<file path="src/rtl/decode_issue_stage_if.sv">
// Decode/issue stage bus: upstream instruction handshake, downstream
// decoded-instruction handshake, writeback notification and stall counter.
interface decode_issue_stage_if #(
    parameter int BITS_DATA = 32,
    parameter int BITS_ADDR = 3
);
    logic                 in_valid;
    logic [31:0]          in_instr;
    logic                 in_ready;
    logic                 out_valid;
    logic                 out_ready;
    logic [2:0]           out_op;
    logic [BITS_ADDR-1:0] out_rs1;
    logic [BITS_ADDR-1:0] out_rs2;
    logic [BITS_ADDR-1:0] out_rd;
    logic                 out_we;
    logic [BITS_DATA-1:0] out_imm;
    logic                 out_illegal;
    logic                 wb_valid;
    logic [BITS_ADDR-1:0] wb_addr;
    logic [15:0]          stall_cnt;

    modport master (
        output in_valid, in_instr, out_ready, wb_valid, wb_addr,
        input  in_ready, out_valid, out_op, out_rs1, out_rs2,
        input  out_rd, out_we, out_imm, out_illegal, stall_cnt
    );

    modport slave (
        input  in_valid, in_instr, out_ready, wb_valid, wb_addr,
        output in_ready, out_valid, out_op, out_rs1, out_rs2,
        output out_rd, out_we, out_imm, out_illegal, stall_cnt
    );
endinterface

</file>
<file path="src/rtl/decode_issue_stage.sv">
// Decode/issue stage: decodes one instruction per cycle, tracks pending
// register writes in a scoreboard and stalls on RAW/WAW hazards.
module decode_issue_stage #(
    parameter int BITS_DATA = 32,
    parameter int BITS_ADDR = 3
) (
    input logic clk,
    input logic rst,
    decode_issue_stage_if.slave bus
);
    localparam int NREG = 1 << BITS_ADDR;

    localparam logic [2:0] OP_NOP   = 3'd0;
    localparam logic [2:0] OP_ALUR  = 3'd1;
    localparam logic [2:0] OP_ALUI  = 3'd2;
    localparam logic [2:0] OP_LOAD  = 3'd3;
    localparam logic [2:0] OP_STORE = 3'd4;

    typedef struct packed {
        logic [2:0]           op;
        logic [BITS_ADDR-1:0] rs1;
        logic [BITS_ADDR-1:0] rs2;
        logic [BITS_ADDR-1:0] rd;
        logic                 we;
        logic [BITS_DATA-1:0] imm;
        logic                 illegal;
    } dec_t;

    logic [5:0] opcode;
    logic       isNop;
    logic       isAluR;
    logic       isAluI;
    logic       isLoad;
    logic       isStore;
    logic       unusedBit;

    dec_t dec;
    logic readA;
    logic readB;

    logic [NREG-1:0] pending;
    logic [NREG-1:0] wbMask;
    logic [NREG-1:0] effPend;
    logic [NREG-1:0] pendNext;

    logic hazard;
    logic inReady;
    logic accept;

    dec_t        outQ;
    logic        outValid;
    logic [15:0] stallCnt;

    assign opcode    = bus.in_instr[31:26];
    assign unusedBit = bus.in_instr[16];

    assign isNop   = (opcode == 6'h00);
    assign isAluR  = (opcode == 6'h01);
    assign isAluI  = (opcode == 6'h02);
    assign isLoad  = (opcode == 6'h03);
    assign isStore = (opcode == 6'h04);

    // Register fields pass through raw; readA/readB/we say which matter.
    always_comb begin
        dec         = '0;
        readA       = 1'b0;
        readB       = 1'b0;
        dec.rd      = bus.in_instr[25:23];
        dec.rs1     = bus.in_instr[22:20];
        dec.rs2     = bus.in_instr[19:17];
        dec.imm     = BITS_DATA'($signed(bus.in_instr[15:0]));
        unique case (1'b1)
            isNop: begin
                dec.op = OP_NOP;
            end
            isAluR: begin
                dec.op = OP_ALUR;
                readA  = 1'b1;
                readB  = 1'b1;
                dec.we = 1'b1;
            end
            isAluI: begin
                dec.op = OP_ALUI;
                readA  = 1'b1;
                dec.we = 1'b1;
            end
            isLoad: begin
                dec.op = OP_LOAD;
                readA  = 1'b1;
                dec.we = 1'b1;
            end
            isStore: begin
                dec.op = OP_STORE;
                readA  = 1'b1;
                readB  = 1'b1;
            end
            default: begin
                dec.op      = OP_NOP;
                dec.illegal = 1'b1;
            end
        endcase
    end

    always_comb begin
        wbMask = '0;
        if (bus.wb_valid) begin
            wbMask[bus.wb_addr] = 1'b1;
        end
    end

    // A writeback landing this cycle already releases its register.
    assign effPend = pending & ~wbMask;

    assign hazard = bus.in_valid &
                    ((readA  & effPend[dec.rs1]) |
                     (readB  & effPend[dec.rs2]) |
                     (dec.we & effPend[dec.rd]));

    assign inReady = ~hazard & (~outValid | bus.out_ready);
    assign accept  = bus.in_valid & inReady;

    // Clear-then-set ordering makes a same-register issue win over writeback.
    always_comb begin
        pendNext = effPend;
        if (accept && dec.we) begin
            pendNext[dec.rd] = 1'b1;
        end
    end

    always_ff @(posedge clk) begin
        if (rst) begin
            outQ     <= '0;
            outValid <= 1'b0;
            pending  <= '0;
            stallCnt <= '0;
        end else begin
            pending <= pendNext;
            if (accept) begin
                outQ     <= dec;
                outValid <= 1'b1;
            end else if (bus.out_ready) begin
                outValid <= 1'b0;
            end
            if (hazard && stallCnt != 16'hFFFF) begin
                stallCnt <= stallCnt + 16'd1;
            end
        end
    end

    assign bus.in_ready    = inReady;
    assign bus.out_valid   = outValid;
    assign bus.out_op      = outQ.op;
    assign bus.out_rs1     = outQ.rs1;
    assign bus.out_rs2     = outQ.rs2;
    assign bus.out_rd      = outQ.rd;
    assign bus.out_we      = outQ.we;
    assign bus.out_imm     = outQ.imm;
    assign bus.out_illegal = outQ.illegal;
    assign bus.stall_cnt   = stallCnt;
endmodule
</file>
<file path="src/flat_wrapper.sv">
// flat-port wrapper written by rule: the top's interface ports become plain ports
module decode_issue_stage_flat 
#(
    parameter int BITS_DATA = 32,
    parameter int BITS_ADDR = 3
)
  (clk, rst, bus_in_valid, bus_in_instr, bus_out_ready, bus_wb_valid, bus_wb_addr, bus_in_ready, bus_out_valid, bus_out_op, bus_out_rs1, bus_out_rs2, bus_out_rd, bus_out_we, bus_out_imm, bus_out_illegal, bus_stall_cnt);
  decode_issue_stage_if #(.BITS_DATA(BITS_DATA), .BITS_ADDR(BITS_ADDR)) bus_i ();
  input logic clk;
  input logic rst;
  input wire logic [$bits(bus_i.in_valid)-1:0] bus_in_valid;
  input wire logic [$bits(bus_i.in_instr)-1:0] bus_in_instr;
  input wire logic [$bits(bus_i.out_ready)-1:0] bus_out_ready;
  input wire logic [$bits(bus_i.wb_valid)-1:0] bus_wb_valid;
  input wire logic [$bits(bus_i.wb_addr)-1:0] bus_wb_addr;
  output wire logic [$bits(bus_i.in_ready)-1:0] bus_in_ready;
  output wire logic [$bits(bus_i.out_valid)-1:0] bus_out_valid;
  output wire logic [$bits(bus_i.out_op)-1:0] bus_out_op;
  output wire logic [$bits(bus_i.out_rs1)-1:0] bus_out_rs1;
  output wire logic [$bits(bus_i.out_rs2)-1:0] bus_out_rs2;
  output wire logic [$bits(bus_i.out_rd)-1:0] bus_out_rd;
  output wire logic [$bits(bus_i.out_we)-1:0] bus_out_we;
  output wire logic [$bits(bus_i.out_imm)-1:0] bus_out_imm;
  output wire logic [$bits(bus_i.out_illegal)-1:0] bus_out_illegal;
  output wire logic [$bits(bus_i.stall_cnt)-1:0] bus_stall_cnt;
  assign bus_i.in_valid = bus_in_valid;
  assign bus_i.in_instr = bus_in_instr;
  assign bus_i.out_ready = bus_out_ready;
  assign bus_i.wb_valid = bus_wb_valid;
  assign bus_i.wb_addr = bus_wb_addr;
  assign bus_in_ready = bus_i.in_ready;
  assign bus_out_valid = bus_i.out_valid;
  assign bus_out_op = bus_i.out_op;
  assign bus_out_rs1 = bus_i.out_rs1;
  assign bus_out_rs2 = bus_i.out_rs2;
  assign bus_out_rd = bus_i.out_rd;
  assign bus_out_we = bus_i.out_we;
  assign bus_out_imm = bus_i.out_imm;
  assign bus_out_illegal = bus_i.out_illegal;
  assign bus_stall_cnt = bus_i.stall_cnt;
  decode_issue_stage #(.BITS_DATA(BITS_DATA), .BITS_ADDR(BITS_ADDR)) u_core (.clk(clk), .rst(rst), .bus(bus_i));
endmodule
</file>
<file path="config.mk">
export PLATFORM = sky130hd
export DESIGN_NAME = decode_issue_stage_flat
export DESIGN_NICKNAME = d
export VERILOG_FILES = /design/src/rtl/decode_issue_stage_if.sv /design/src/rtl/decode_issue_stage.sv /design/src/flat_wrapper.sv
export SDC_FILE = /design/constraint.sdc
export NUM_CORES = 1
export LEC_CHECK = 0
export CAP_MARGIN = 20
export CORE_MARGIN = 2
export CORE_UTILIZATION = 50
export CTS_CLUSTER_DIAMETER = 50
export DETAILED_ROUTE_END_ITERATION = 10
export DONT_BUFFER_PORTS = 1
export PLACE_DENSITY = 0.68
export SYNTH_ARGS = -nofsm -noshare
export SYNTH_HDL_FRONTEND = slang
export SYNTH_SLANG_ARGS = --single-unit
export TNS_END_PERCENT = 100
</file>
<file path="constraint.sdc">
create_clock -name clk -period 7.8 [get_ports clk]
set_clock_uncertainty 0.2 [all_clocks]
set_input_delay 0.78 -clock clk [delete_from_list [all_inputs] [get_ports clk]]
set_output_delay 0.78 -clock clk [all_outputs]
set_load 0.01 [all_outputs]
</file>
======== Word level (Yosys, flattened, before mapping) ========
Cells that the tools add are included.
word-level totals
  register bits ........................... 55
  input port bits ......................... 40
cells by class
  add/subtract/negate cells ............... 1
  $lt $le $gt $ge ......................... 6
  equality and inequality tests ........... 5
  mux-type cells .......................... 19
  bitwise operators ....................... 14
  reductions and logical operators ........ 10
operators with widths
  operator                 number
  $add A16 B1 Y16 const B  1
  $lt A3 B4 Y1 const B     4
  $mux W8                  2
  $ne A16 B16 Y1 const B   1
  $eq A6 B2 Y1 const B     2
  $pmux W3 S4              1
  $mux W1                  11
  $bmux W1 S3              3
  $and A8 B8 Y8            1
  $not A8 Y8               1
  $or A8 B8 Y8             1
  $and A1 B1 Y1            6
  $demux W1 S3             2
  $eq A6 B1 Y1 const B     1
  $eq A6 B3 Y1 const B     1
  $ge A3 B1 Y1 const B     2
  $logic_not A6 Y1         1
  $reduce_or A5 Y1         1
  $logic_and A1 B1 Y1      4
  $reduce_or A4 Y1         1
  $or A1 B1 Y1             3
  $reduce_or A3 Y1         1
  $not A1 Y1               2
  $reduce_bool A2 Y1       1
  $reduce_or A2 Y1         1

======== Depth between registers and ports, before layout ========
Gate-level depths: netlist (run 1).
  depth after elaboration ................. 18
  gate-level depth with buffers ........... 9

======== Worst setup path after synthesis (run 1) ========
No wires, ideal clock.
  path type ............................... in2out
  from .................................... input bus_wb_addr[2]
  to ...................................... output bus_in_ready
  arrival time ............................ 2510 ps
  path slack .............................. 4310 ps
  stages on the path ...................... 7
  path buffers ............................ 1
  cell sequence ........................... or4b_1 > a211oi_1 > o21bai_1 > and4_1 > or2_1 > clkbuf_1 > a21boi_1
between the ends
  word-level cells in the longest chain between the ends .. 15
ends and longest elaborated chain
  element                                                             RTL line                                              text
  start: declaration                                                  flat_wrapper.sv:15                                    input wire logic [$bits(bus_i.wb_addr)-1:0] bus_wb_addr;
  $lt A3 B4 Y1 (not written as such) or $ge A3 B1 Y1 (tied branches)  decode_issue_stage.sv:107                             wbMask[bus.wb_addr] = 1'b1;
  $logic_and A1 B1 Y1 (not written as such)                           decode_issue_stage.sv:107
  $mux W1 (not written as such)                                       decode_issue_stage.sv:107
  $demux W1 S3 *                                                      -
  $mux W8 *                                                           decode_issue_stage.sv:106                             if (bus.wb_valid) begin
  $not A8 Y8 *                                                        decode_issue_stage.sv:112                             assign effPend = pending & ~wbMask;
  $and A8 B8 Y8 *                                                     decode_issue_stage.sv:112
  $bmux W1 S3, on equally long branches                               decode_issue_stage.sv:115, decode_issue_stage.sv:116
  $mux W1, on equally long branches                                   decode_issue_stage.sv:115, decode_issue_stage.sv:116
  $and A1 B1 Y1, on equally long branches                             decode_issue_stage.sv:115, decode_issue_stage.sv:116
  $or A1 B1 Y1                                                        decode_issue_stage.sv:115                             ((readA & effPend[dec.rs1]) |
  $or A1 B1 Y1 *                                                      decode_issue_stage.sv:116                             (readB & effPend[dec.rs2]) |
  $and A1 B1 Y1 *                                                     decode_issue_stage.sv:114                             assign hazard = bus.in_valid &
  $not A1 Y1 *                                                        decode_issue_stage.sv:119                             assign inReady = ~hazard & (~outValid | bus.out_ready);
  $and A1 B1 Y1 *                                                     decode_issue_stage.sv:119
  end: declaration                                                    flat_wrapper.sv:16                                    output wire logic [$bits(bus_i.in_ready)-1:0] bus_in_ready;
Mark *: on every way between the ends. The rest lies on a longest branch, timed or not. The select of a mux whose other input is x is not followed.

======== Final worst setup path (run 1) ========
Same ends and word-level chain as after synthesis.

==> flow_summary.json, run 1 <==
{
  "tns_ps": 0,
  "finalPower_mw": 0.5076,
  "synth_seq_cells": 55,
  "hold_buffers": 0,
  "leakage_nw": 1.017,
  "synth_largest_area_cell": "dfxtp_1",
  "first_global_vias": 2007,
  "grt_overflow_total": 0,
  "dr_total_vias": 2271,
  "io_buffers": 0,
  "cts_sinks": 55,
  "clk-insertion-delay-late_ps": 320,
  "power.density_nw_per_um2": 176.9,
  "drv_cap": 0,
  "cts_root_buf": "clkbuf_8",
  "synth_area_um2": 2858,
  "cpPeakStageDelay_ps": 630,
  "slew_headroom_pct": 40.91,
  "yosysSeqAreaShare_pct": 38.53,
  "cp_max_fo": 8,
  "maxSlewViolCount": 0,
  "synthCells": 321,
  "max_freq_ghz": 0.2745,
  "drt_iter0_markers": 179,
  "io_pins": 104,
  "grt.total_usage_pct": 19.57,
  "post-route-min-period_ps": 3642,
  "crit_chain": "or4b_1 > a211oi_1 > o21bai_1 > and4_1 > or2_1 > a21boi_1",
  "critical_path_class": "in -> out",
  "rsz0062_at_grt": "false",
  "startpoint_type": "primary input",
  "diodes": 0,
  "pre_cts_ws_ps": 4154,
  "firstDrtPassIters": 4,
  "die_h_um": 79.60,
  "numCtsBuffers": 5,
  "postCtsSetupRepairBufs": 0,
  "slowest_stage": "or4b_1",
  "hold_viol": 0,
  "start_util_pct": 51.90,
  "clk_pin_slew_ps": 100,
  "gp_congestion": 0.7751,
  "synth_top_cell_area_share_pct": 38.53,
  "cts_resized": 0,
  "status": "complete, no violations",
  "ant_nets": 0,
  "via_per_inst": 6.138,
  "wire_per_inst_um": 17.06,
  "critical_path_arrival_ps": 2660,
  "synth_nets": 362,
  "grt_pass1_wl_mm": 9.742,
  "worstHoldPathType": "in -> reg",
  "worstPathRequired_ps": 6820,
  "drive_gt1_share_pct": 6.040,
  "cts_tree": "done",
  "fin_ws_ps": 4158,
  "yosysUniqueCellTypes": 50,
  "vdd_drop_max_mv": 0.09665,
  "period_share_pct": 46.70,
  "setup_viol": 0,
  "clockBufferDepth": 2,
  "antenna_found_initial": 0,
  "rows": 27,
  "tightestPinTransition_ps": 886.3,
  "grt_max_degree": 67,
  "cp-end-kind": "output port",
  "synth_warnings": 0,
  "nets": 338,
  "syn-mean-instance-area_um2": 8.903,
  "ys_top_cells_by_area": "dfxtp_1 (39%), mux2i_1 (9.5%), nor2_1 (5.4%)",
  "area_delta_synth_final_pct": 0.3940,
  "route.detailed.drc": 0,
  "die_w_um": 79.60,
  "h-tree-depth": 2,
  "fillers": 545,
  "core_um2": 5507,
  "die_area_um2": 6336,
  "dp_hpwl_mm": 4.394,
  "routed_wl_mm": 6.314
}
## metrics by stage
stage	hold WS [ps]	cells	util, %	cell area (um^2)
2_1_floorplan	268.6	321	-	2858
3_3_place_gp	289.8	362	50.40	2775
3_5_place_dp	299.7	362	50.40	2775
4_1_cts	311.1	370	52.10	2869
5_1_grt	300.1	370	52.10	2869
6_report	319.5	370	52.10	2869
## cells in the final DEF (no fill, tap or decap), types with 5 or more instances in the layout
master,count
a21oi_1,17
clkbuf_8,5
dfxtp_1,54
mux2_1,7
mux2i_1,27
nand2_1,15
nand2b_1,5
nand3_1,12
nand3b_1,5
nand4_1,7
nor2_1,41
nor2b_1,11
nor3_1,5
o22ai_1,5
o31ai_1,11
or4_1,7
## cell type report
| cell class | count | area [um^2] | area share [%] |
|---|---|---|---|
| multi-input cells | 228 | 1545 | 53.86 |
| flip-flops and latches | 55 | 1102 | 38.42 |
| well taps | 72 | 90.09 | 3.140 |
| clock buffers | 5 | 68.82 | 2.399 |
| clock inverters | 3 | 25.02 | 0.8722 |
| repair buffers | 3 | 22.52 | 0.7850 |
| inverters | 4 | 15.01 | 0.5233 |
## kinds of logic after synthesis
logic type      count (synthesis)  share of synthesized area (%)
compound gates                 57                          13.57
fa+ha+maj                       1                         0.4378
buf+inv                        38                          7.575
flops                          55                          38.53
mux                            34                          12.22
simple gates                  136                          27.67
## critical path: cells and delay by family
| kind | cells | cell delay, ps |
|---|---|---|
| AOI/OAI and AO/OA | 3 | 670 |
| and+or+nand+nor | 3 | 1220 |
## registers in the layout (all words and copies together) (netlist names)
register	count
u_core.pending	8
u_core.bus.out_illegal	1
u_core.bus.out_valid	1
u_core.bus.out_rd	3
u_core.bus.out_imm	16
u_core.bus.out_rs1	3
u_core.bus.stall_cnt	16
u_core.bus.out_op	3
u_core.bus.out_we	1
u_core.bus.out_rs2	3
## worst paths after layout
| check | start | end | slack [ps] | cells past startpoint |
|---|---|---|---|---|
| setup reg to reg | u_core.bus.stall_cnt[3] | u_core.bus.stall_cnt[5] | 5200 | 7 |
| setup / recovery | bus_wb_addr[2] | bus_in_ready | 4160 | 6 |
| hold reg to reg | u_core.pending[7] | u_core.pending[7] | 320 | 2 |
| hold / removal | rst | u_core.bus.stall_cnt[0] | 320 | 1 |
## routing by layer
layer	vias up	routed length (um)	GRT usage (%)
met5	-	0	0
met4	0	93	5.690
met3	10	597	7.240
met2	97	2783	29.75
met1	1047	2841	25.90
li1	1117	-	-
## power by group
group,switching [mW],internal [mW]
Clock,0.0992,0.0644
Combinational,0.0197,0.0185
Sequential,0.0152,0.291
## cells in the mapped netlist (all sizes together)
library cell	number
or4	7
a21oi	17
nor4	2
or2	2
a31o	1
or3	1
o22ai	5
nor4bb	3
nor2b	11
nand4b	4
o21ai	5
and3	2
o2111ai	1
a32o	2
nand2	15
inv	4
o2bb2ai	1
a21boi	1
a211oi	2
nand3	12
nand3b	5
mux2i	27
a311oi	1
nor3	6
o31ai	12
a221o	1
buf	21
nor2	41
dfxtp	55
clkbuf	13
nand4	7
or4b	1
nand4bb	3
and2	2
ha	1
nor4b	1
and4b	3
a32oi	1
nand2b	5
o21bai	2
and4	3
mux2	7
a221oi	1
a22oi	4
(Power assumes the default switching activity.)
==> inputs of run 2 (changes only) <==
--- a/config.mk
+++ b/config.mk
@@ -11,7 +11,7 @@
 export CTS_CLUSTER_DIAMETER = 50
 export DETAILED_ROUTE_END_ITERATION = 10
 export DONT_BUFFER_PORTS = 1
-export PLACE_DENSITY = 0.68
+export PLACE_DENSITY = 0.71
 export SYNTH_ARGS = -nofsm -noshare
 export SYNTH_HDL_FRONTEND = slang
 export SYNTH_SLANG_ARGS = --single-unit
==> constraint.sdc (replaced) <==
create_clock -name clk -period 3.25 [get_ports clk]
set_clock_uncertainty 0.2 [all_clocks]
set_input_delay 0.325 -clock clk [delete_from_list [all_inputs] [get_ports clk]]
set_output_delay 0.325 -clock clk [all_outputs]
set_load 0.01 [all_outputs]
==> run 2 against run 1 <==
Compared with the run above: cell area grew 12%; critical path depth did not move; total power increased to 2.7 times the previous value; sequential power is 140% higher; worst hold slack got worse by 310 ps; routed wire length grew 12%; global-route usage up 2.4 points; via count up 5.4%; first-iteration DRC count fell by 24%; die area unchanged; worst setup slack worse by 3600 ps; critical endpoint unchanged.
==> flow_summary.json, run 2 (synthesis gave the netlist of run 1 again) <==
{
  "sequentialPowerShare_pct": 54.1,
  "dr_total_vias": 2393,
  "p_sw_mw": 0.3329,
  "antenna_found_initial": 0,
  "cpPeakStageDelay_ps": 610,
  "gp_congestion": 0.7783,
  "core_um2": 5507,
  "die_h_um": 79.60,
  "area_delta_synth_final_pct": 12.92,
  "maxSlewViolCount": 0,
  "whs_ps": 11.08,
  "worstHoldPathType": "in -> reg",
  "power.internal_mw": 1.024,
  "startpoint_type": "primary input",
  "pwr-share-comb_pct": 10.3,
  "tightestPinTransition_ps": 887.2,
  "die_area_um2": 6336,
  "power.density_nw_per_um2": 420.6,
  "die_w_um": 79.60,
  "cp_max_fo": 8,
  "clk-insertion-delay-late_ps": 300,
  "post-route-min-period_ps": 2741,
  "crit_chain": "or4b_1 > a211oi_1 > o21bai_1 > and4_1 > or2_1 > a21boi_1",
  "cts_root_buf": "clkbuf_8",
  "grt_overflow_total": 0,
  "dp_hpwl_mm": 4.535,
  "wire_per_inst_um": 17.61,
  "grt_pass1_wl_mm": 10.96,
  "slowest_stage": "or4b_1",
  "critical_path_arrival_ps": 2220,
  "p_sw_share_pct": 24.52,
  "mostFrequentLayoutCell": "dfxtp_1",
  "cp-end-kind": "output port",
  "vdd_drop_max_mv": 0.2514,
  "clk_pin_slew_ps": 100,
  "grt_max_degree": 50,
  "tns_ps": 0,
  "via_per_inst": 5.968,
  "clockBufferDepth": 2,
  "grt.total_usage_pct": 22.02,
  "rows": 27,
  "ant_nets": 0,
  "slew_headroom_pct": 40.85,
  "route.detailed.drc": 0,
  "clockPowerShare_pct": 35.6,
  "diodes": 0,
  "routed_wl_mm": 7.063,
  "leakage_nw": 1.174,
  "hold_viol": 0,
  "firstDrtPassIters": 4,
  "first_global_vias": 2274,
  "max_freq_ghz": 0.3648,
  "mostFrequentLayoutCells": "dfxtp_1 (54), nor2_1 (41), dlygate4sd3_1 (29)",
  "critical_path_class": "in -> out",
  "drive_gt1_share_pct": 6.079,
  "io_buffers": 0,
  "h-tree-depth": 2,
  "cts_sinks": 55,
  "period_share_pct": 84.34,
  "postCtsSetupRepairBufs": 0,
  "status": "complete, no violations",
  "start_util_pct": 51.90,
  "fillers": 492,
  "rsz0062_at_grt": "false",
  "drt_iter0_markers": 136,
  "numCtsBuffers": 5,
  "setup_viol": 0,
  "drv_cap": 0,
  "cts_tree": "done",
  "nets": 369,
  "worstPathRequired_ps": 2720,
  "fin_util_pct": 58.60,
  "io_pins": 104
}
-- run 2: changes by cell type in the layout (fill, tap and decap cells not counted), sizes merged --
cell	previous run	this run
dlygate4sd3	0	29
clkinv	2	0
clkbuf	5	6
bufinv	0	1
buf	3	5
clkinvlp	1	0
inv	4	5
-- run 2: what timing repair did --
action	4_1_cts	5_1_grt
hold endpoints to repair	49	0
gates resized for setup	0	0
setup endpoints to repair	0	0
hold buffers	30	0
-- run 2: critical path, delay by kind of cell --
family,cells,cell delay [ps]
compound gates,3,700
simple gates,3,1200
-- run 2: cell type report --
type,instances,area [um^2],area share (%)
clock buffer,6,82.58,2.559
clock inverter,2,38.79,1.202
inverter,4,15.01,0.4653
multi-input combinational,228,1545,47.89
sequential,55,1102,34.16
tap,72,90.09,2.792
timing repair buffer,34,352.8,10.93
-- run 2: through the flow --
stage | power [mW] | area [um^2] | setup slack [ps] | std cells
floorplan | 0.8556 | 2858 | 670.2 | 321
global placement | 0.8435 | 2795 | 532.6 | 363
detailed placement | 0.8462 | 2795 | 504.8 | 363
CTS | 1.366 | 3227 | 511.1 | 401
global route | 1.410 | 3227 | 375.5 | 401
finish | 1.357 | 3227 | 508.9 | 401
-- run 2: power groups by stage --
| stage | Sequential, mW | Clock, mW | Combinational [mW] |
|---|---|---|---|
| 6_report | 0.735 | 0.483 | 0.140 |
| 5_1_grt | 0.739 | 0.520 | 0.152 |
| 4_1_cts | 0.735 | 0.494 | 0.138 |
| 3_5_place_dp | 0.750 | 0 | 0.0967 |
| 3_3_place_gp | 0.750 | 0 | 0.0938 |
| 2_1_floorplan | 0.737 | 0 | 0.119 |
-- run 2: final timing paths --
path / from / end / slack (ps) / cells past startpoint
worst max-delay path: bus_wb_addr[2] / bus_in_ready / 510 / 6
worst min-delay path: rst / u_core.pending[5] / 10 / 2
worst max register to register: u_core.bus.stall_cnt[3] / u_core.bus.stall_cnt[12] / 590 / 7
worst min register to register: u_core.pending[7] / u_core.pending[7] / 310 / 2
-- run 2: layer usage --
layer | vias to the layer above | GRT usage (%) | share of wire [%]
met5 | - | 0 | 0
met4 | 0 | 5.517 | 1.1
met3 | 6 | 5.656 | 8.0
met2 | 102 | 35.97 | 47
met1 | 1103 | 28.96 | 44
li1 | 1182 | - | -
